===== src/rtl/pulse_link_pkg.sv =====
// Shared definitions for the LabView pulse link.
// Holds the frame header default, frame length, flag bit positions,
// the readback frame FSM state encoding and the default UART bit period
// for a 12 MHz clock at 115200 baud.
package pulse_link_pkg;

  // 12 MHz / 115200 baud, rounded to the nearest whole cycle
  localparam int CLKS_PER_BIT_DEFAULT = 104;

  localparam logic [7:0] HEADER_DEFAULT = 8'hA5;
  localparam int         FRAME_BYTES    = 13;
  localparam logic [3:0] LAST_BYTE      = 4'(FRAME_BYTES - 1);

  // Bit positions inside the flags byte
  localparam int CP_BIT = 0;
  localparam int BL_BIT = 1;

  typedef enum logic [2:0] {
    FS_IDLE,
    FS_LOAD,
    FS_SHIFT,
    FS_NEXT,
    FS_FINISH
  } frame_state_e;

endpackage


===== src/rtl/uart_tx_byte.sv =====
// 8N1 UART byte transmitter.
// Ports:
//   clk       - clock
//   reset     - synchronous active-high reset
//   start     - load data and begin a byte (taken only while ready is high)
//   data      - byte to send, LSB first
//   tx        - serial line, idle high
//   ready     - can take a byte this cycle (idle, or last stop-bit cycle)
//   byte_done - high in the last cycle of the stop bit
// A byte started in the byte_done cycle follows with no idle gap.
module uart_tx_byte
  import pulse_link_pkg::*;
#(
  parameter int CLKS_PER_BIT = CLKS_PER_BIT_DEFAULT
) (
  input  logic       clk,
  input  logic       reset,
  input  logic       start,
  input  logic [7:0] data,
  output logic       tx,
  output logic       ready,
  output logic       byte_done
);

  localparam int                BAUD_W    = (CLKS_PER_BIT > 1) ? $clog2(CLKS_PER_BIT) : 1;
  localparam logic [BAUD_W-1:0] BAUD_LAST = BAUD_W'(CLKS_PER_BIT - 1);
  localparam logic [3:0]        STOP_BIT  = 4'd9;

  logic              active_q, active_d;
  logic [BAUD_W-1:0] baud_q, baud_d;
  logic [3:0]        bit_q, bit_d;
  logic [8:0]        shift_q, shift_d;
  logic              tx_q, tx_d;
  logic              bit_end;

  always_comb begin
    active_d = active_q;
    baud_d   = baud_q;
    bit_d    = bit_q;
    shift_d  = shift_q;
    tx_d     = tx_q;

    bit_end   = active_q && (baud_q == BAUD_LAST);
    byte_done = bit_end && (bit_q == STOP_BIT);
    ready     = !active_q || byte_done;

    if (active_q) begin
      baud_d = bit_end ? '0 : baud_q + BAUD_W'(1);
    end

    // Bit boundary inside a byte: present the next bit. The shift register
    // carries the stop bit as its MSB, so the ninth shift yields a 1.
    if (bit_end && !byte_done) begin
      bit_d   = bit_q + 4'd1;
      tx_d    = shift_q[0];
      shift_d = {1'b1, shift_q[8:1]};
    end

    if (byte_done) begin
      active_d = 1'b0;
      tx_d     = 1'b1;
    end

    // A start in the byte_done cycle overrides the return to idle
    if (start && ready) begin
      active_d = 1'b1;
      baud_d   = '0;
      bit_d    = '0;
      shift_d  = {1'b1, data};
      tx_d     = 1'b0;
    end
  end

  always_ff @(posedge clk) begin
    if (reset) begin
      active_q <= 1'b0;
      baud_q   <= '0;
      bit_q    <= '0;
      tx_q     <= 1'b1;
    end else begin
      active_q <= active_d;
      baud_q   <= baud_d;
      bit_q    <= bit_d;
      tx_q     <= tx_d;
    end
  end

  always_ff @(posedge clk) begin
    shift_q <= shift_d;
  end

  assign tx = tx_q;

endmodule


===== src/rtl/param_readback_tx.sv =====
// Pulse parameter readback transmitter.
// On an accepted send, snapshots the live pulse parameters and sends a
// 13-byte frame over 8N1 UART:
//   HEADER, per[23:0] (3 bytes MSB first), p1wid, del, p2wid (2 bytes each,
//   MSB first), p_bl, flags {6'b0, bl, cp}, checksum (sum of bytes 1..11).
// Ports:
//   clk, reset            - clock, synchronous active-high reset
//   send                  - request; while busy, queued once (depth 1)
//   per, p1wid, del,
//   p2wid, p_bl, cp, bl   - live parameter set
//   tx                    - serial out, idle high
//   busy                  - frame in flight or queued
//   done                  - one-cycle pulse after the last stop bit
module param_readback_tx
  import pulse_link_pkg::*;
#(
  parameter int         CLKS_PER_BIT = CLKS_PER_BIT_DEFAULT,
  parameter logic [7:0] HEADER       = HEADER_DEFAULT
) (
  input  logic        clk,
  input  logic        reset,
  input  logic        send,
  input  logic [23:0] per,
  input  logic [15:0] p1wid,
  input  logic [15:0] del,
  input  logic [15:0] p2wid,
  input  logic [7:0]  p_bl,
  input  logic        cp,
  input  logic        bl,
  output logic        tx,
  output logic        busy,
  output logic        done
);

  frame_state_e state_q, state_d;
  logic [3:0]   idx_q, idx_d;
  logic [7:0]   csum_q, csum_d;
  logic         pend_q, pend_d;

  logic [23:0]  per_q;
  logic [15:0]  p1wid_q, del_q, p2wid_q;
  logic [7:0]   p_bl_q, flags_q, flags_live;

  logic         accept, start_req, uart_start, uart_ready, byte_done;
  logic [7:0]   tx_byte, nxt_byte;
  logic [3:0]   nxt_idx;

  always_comb begin
    flags_live         = '0;
    flags_live[CP_BIT] = cp;
    flags_live[BL_BIT] = bl;
  end

  // Byte mux over the snapshot; the checksum slot reads the running sum,
  // which already holds bytes 1..11 when byte 12 is selected.
  assign nxt_idx = idx_q + 4'd1;

  always_comb begin
    nxt_byte = HEADER;
    case (nxt_idx)
      4'd1:    nxt_byte = per_q[23:16];
      4'd2:    nxt_byte = per_q[15:8];
      4'd3:    nxt_byte = per_q[7:0];
      4'd4:    nxt_byte = p1wid_q[15:8];
      4'd5:    nxt_byte = p1wid_q[7:0];
      4'd6:    nxt_byte = del_q[15:8];
      4'd7:    nxt_byte = del_q[7:0];
      4'd8:    nxt_byte = p2wid_q[15:8];
      4'd9:    nxt_byte = p2wid_q[7:0];
      4'd10:   nxt_byte = p_bl_q;
      4'd11:   nxt_byte = flags_q;
      4'd12:   nxt_byte = csum_q;
      default: nxt_byte = HEADER;
    endcase
  end

  // LOAD and NEXT each occupy the first cycle of a byte; the next byte is
  // handed to the UART in the byte_done cycle so bytes stay gapless.
  // FINISH is the done cycle, and doubles as the accept point for a queued
  // request so the inter-frame idle is a single cycle.
  always_comb begin
    state_d   = state_q;
    idx_d     = idx_q;
    csum_d    = csum_q;
    pend_d    = pend_q;
    accept    = 1'b0;
    start_req = 1'b0;
    tx_byte   = HEADER;
    busy      = 1'b1;
    done      = 1'b0;

    case (state_q)
      FS_IDLE: begin
        busy   = 1'b0;
        accept = send;
      end
      FS_LOAD, FS_NEXT: begin
        state_d = FS_SHIFT;
      end
      FS_SHIFT: begin
        if (byte_done) begin
          if (idx_q < LAST_BYTE) begin
            start_req = 1'b1;
            tx_byte   = nxt_byte;
            idx_d     = nxt_idx;
            if (nxt_idx != LAST_BYTE) begin
              csum_d = csum_q + nxt_byte;
            end
            state_d = FS_NEXT;
          end else begin
            state_d = FS_FINISH;
          end
        end
      end
      FS_FINISH: begin
        done   = 1'b1;
        busy   = pend_q;
        accept = pend_q || send;
        if (!accept) begin
          state_d = FS_IDLE;
        end
      end
      default: state_d = FS_IDLE;
    endcase

    if (busy && send && !pend_q && (state_q != FS_FINISH)) begin
      pend_d = 1'b1;
    end

    if (accept) begin
      start_req = 1'b1;
      tx_byte   = HEADER;
      idx_d     = '0;
      csum_d    = '0;
      pend_d    = 1'b0;
      state_d   = FS_LOAD;
    end
  end

  always_ff @(posedge clk) begin
    if (reset) begin
      state_q <= FS_IDLE;
      idx_q   <= '0;
      pend_q  <= 1'b0;
    end else begin
      state_q <= state_d;
      idx_q   <= idx_d;
      pend_q  <= pend_d;
    end
  end

  always_ff @(posedge clk) begin
    csum_q <= csum_d;
    if (accept) begin
      per_q   <= per;
      p1wid_q <= p1wid;
      del_q   <= del;
      p2wid_q <= p2wid;
      p_bl_q  <= p_bl;
      flags_q <= flags_live;
    end
  end

  assign uart_start = start_req && uart_ready;

  uart_tx_byte #(
    .CLKS_PER_BIT(CLKS_PER_BIT)
  ) u_uart (
    .clk      (clk),
    .reset    (reset),
    .start    (uart_start),
    .data     (tx_byte),
    .tx       (tx),
    .ready    (uart_ready),
    .byte_done(byte_done)
  );

endmodule


===== config.mk =====
export PLATFORM = sky130hd
export DESIGN_NAME = param_readback_tx
export DESIGN_NICKNAME = d
export VERILOG_FILES = /design/src/rtl/pulse_link_pkg.sv /design/src/rtl/uart_tx_byte.sv /design/src/rtl/param_readback_tx.sv
export SDC_FILE = /design/constraint.sdc
export NUM_CORES = 1
export LEC_CHECK = 0
export BUFFER_PORTS_ARGS = -buffer_cell sky130_fd_sc_hd__buf_2
export CORE_MARGIN = 10
export CORE_UTILIZATION = 55
export DETAILED_ROUTE_END_ITERATION = 7
export GPL_TIMING_DRIVEN = 0
export HOLD_SLACK_MARGIN = 0.05
export PLACE_DENSITY_LB_ADDON = 0.2
export SYNTH_ARGS = -nofsm -noshare
export SYNTH_HDL_FRONTEND = slang
export SYNTH_HIERARCHICAL = 1
export SYNTH_SLANG_ARGS = --single-unit

===== constraint.sdc =====
create_clock -name clk -period 6 [get_ports clk]
set_clock_uncertainty 0.2 [all_clocks]
set_input_delay 0.6 -clock clk [delete_from_list [all_inputs] [get_ports clk]]
set_output_delay 0.6 -clock clk [all_outputs]
set_load 0.05 [all_outputs]

==> impl_results.md <==
* Post-CTS Resized at 0
* Count leader, synth: edfxtp_1
* Routed WL at between 15,000 and 20,000 µm
* Gpl congestion at approximately 0.91
* Post-synth EDFFs at 90
* GR Overflow Total at 0
* Final setup vio count at 0
* Via count at 4,771
* DRT iter0 DRCs at approximately 430
* Sink Count at 119
* GRT Util Overall at roughly a quarter
* Htree depth at 4
* Setup ws final at ~1.1 ns
* Routed wire per std cell at a little over 20 µm
* Placement Setup Slack at 1.267 ns
* CP max-delay cell: clkbuf_1
* Synthesized area per cell at approximately 12 µm²
* CP startpoint kind: flip-flop
* RSZ-0062 raised after global routing: false
* Dpl hpwl at 9430 µm
* Hold Crit Class: primary input to flip-flop
* Status: finished, final reports clean
* Max FO, Critical Path at 10
* Post-Syn Nets at 575
* Starting Density at between 50% and 60%
* Chip Height at 120.9 µm
* CP arrival at roughly 5 ns
* Total setup buffers inserted after CTS at 0
* Max Transition Viols Final at 0
* Share of cells above drive strength 1 at between 20% and 30%
* Skew-Pair Late Insertion Delay at about 0.53 ns
* Setup_tns at 0 ns
* Maxcap violations at 0
* Vias in the first global route at 4,947
* # rows at 36
* Slew margin rel. at 47.83%
* Global-route wire length before repair at ~27,000 µm
* Synth Instances at ~470
* Crit path kind: flip-flop to flip-flop
* Num CTS Buffers at 17
* Mapped Area at between 5000 and 6000 µm²
* Fillers at slightly below 600
* Largest net degree at the start of global routing at 49
* Final Hold Fails at 0
* Clock tree buffer depth at 2
* Routed Antenna Nets at 0
* Worst-margin pin slew at roughly 0.78 ns
* Post-synth cell types at ~70
* Ys flop type: edfxtp_1
* Overall power at approximately 2.2 mW
* Sequential-to-total area share from yosys stat at between 50% and 60%
* Setup crit end kind: flip-flop
* Yosys warns at 6
* Fin nets at 762
* Core area at 9864 µm²
* Final cycle utilization of the critical path at 82.36%
* DR vias/cell at about 5.9
* CTS clk-pin slew, worst paths at roughly 0.060 ns
* Leakage at just under 3 nW
* Area contributors post-synth: edfxtp_1 (48%), dfxtp_1 (10%), nand3_1 (3.6%), ha_1 (3.4%), nand2_1 (2.9%)
* Cell repeated most along the worst path: nand3_1
* First drt pass iteration count at 5
* Async SR Flop Fraction at 0%
* Pwr per Cell Area at 283.7 nW/µm²
* TritonCTS clock tree: done
* Synth top cells by count: edfxtp_1 (90), nand2_1 (44), nand3_1 (40), dfxtp_1 (29), a21oi_1 (27)
* I/O Buffers at 87
* CP required at ~6.2 ns
* Initial antenna violation count at 1
* Die footprint at roughly 15,000 µm²
* # DRC at 0
* Area Overhead vs Synth at 35.81%
* Max Freq at about 200 MHz
* Die Span X at about 120 µm
* Crit-path cells: ha_1, buf_6, or2_2, o21ai_1, o21a_1, clkbuf_1, clkbuf_1, nand3_1, nand3_1, or3_1, ha_1, a21oi_1, o211ai_1, o41a_1, nand3_1, o21bai_1, o211ai_1, or4_1
* Share of Yosys cell area claimed by the top area cell type at about half
* # hold bufs at CTS at 80
* Largest area contributor in the netlist: edfxtp_1
* Flop and latch count out of synthesis at 119
* VDD IR-drop max at around 0.28 mV
* Root Buffer: clkbuf_8
* Final min period at 4.942 ns
* Slowest stage delay, CP at approximately 0.52 ns
* I/O pins at 88
-- cell usage in the layout (no fill, tap or decap), drive strengths merged, types with 2 or more instances in the layout --
master,count
a211oi,5
a21boi,2
a21o,2
a21oi,28
a221oi,5
a22o,5
a22oi,9
a311oi,2
a31oi,2
a32o,4
a32oi,8
and2,8
and3,9
buf,99
bufinv,4
clkbuf,33
clkinv,8
dfxtp,29
dlygate4sd3,80
edfxtp,90
ha,15
inv,12
mux2,8
mux2i,2
nand2,44
nand2b,7
nand3,41
nand4,10
nor2,22
nor2b,4
nor3,8
nor3b,3
o211ai,2
o21ai,13
o21bai,2
or2,4
or3,7
or4,3
xnor2,8
xor2,6
-- report_power, final --
part	switching [mW]	total, mW	internal, mW
clock	0.361	1.03	0.664
combinational	0.0792	0.164	0.0847
sequential	0.0225	0.969	0.946
-- final cells by class --
cell class	instances	area [µm²]	share of cell area, %
Antenna cell	1	2.502	0.03289
Buffer	25	137.6	1.809
Clock buffer	19	421.7	5.543
Clock inverter	11	157.7	2.072
Inverter	13	50.05	0.6579
Multi-Input combinational cell	317	2132	28.03
Sequential cell	119	3283	43.16
Tap cell	133	166.4	2.188
Timing Repair Buffer	168	1256	16.51
-- metal layers --
layer	global-route usage, %	up-vias	wire (µm)
li1	-	2174	-
met1	26.60	2296	6201
met2	39.29	278	8452
met3	7.538	23	1498
met4	10.03	0	285
met5	0	-	0
-- kinds of logic (layout without fill, tap and decap cells) --
group | Yosys count | count (layout) | share of synthesized area (%)
flip-flops | 119 | 119 | 58.61
adder cells (fa/ha/maj) | 16 | 16 | 3.708
multiplexers | 10 | 10 | 2.435
buffers and inverters | 38 | 236 | 3.328
AND/OR/NAND/NOR | 179 | 179 | 17.36
XOR/XNOR | 14 | 14 | 2.189
other | 0 | 1 | 0
AO/OA/AOI/OAI | 98 | 98 | 12.37
-- registers in the layout, indices dropped and copies added (netlist names) --
name and count:
per_q 24, del_q 16, p1wid_q 16, p2wid_q 16
csum_q 8, p_bl_q 8, u_uart/shift_q 8, u_uart/baud_q 7
idx_q 4, u_uart/bit_q 4, state_q 3, flags_q 2
pend_q 1, u_uart/active_q 1, u_uart/tx 1
-- critical path, delay by kind of cell (launching register included) --
family          cells  cell delay, ns
simple gates        6            1.47
flops               1            0.34
compound gates      7            1.26
fa+ha+maj           2            0.47
buf+inv             3            1.05
-- through the flow --
stage          hold WS (ns)  util (%)  instances  area [µm²]
6_report            0.06767     77.12        806        7607
5_1_grt             0.05385     77.12        806        7607
4_1_cts             0.05196     77.09        805        7605
3_5_place_dp         0.2736     63.10        695        6225
3_3_place_gp         0.2642     62.89        694        6203
2_1_floorplan        0.2488         -        474        5602
-- final timing paths --
kind	startpoint	endpoint	slack [ns]	cells after the start
min	del[15]	del_q[15]$_DFFE_PP_	0.07	1
max reg2reg	idx_q[0]$_SDFFE_PP0P_	csum_q[7]$_SDFFE_PP0P_	1.06	18
min reg2reg	csum_q[0]$_SDFFE_PP0P_	csum_q[0]$_SDFFE_PP0P_	0.29	2
max	idx_q[0]$_SDFFE_PP0P_	csum_q[7]$_SDFFE_PP0P_	1.06	18
(Power assumes the default switching activity.)
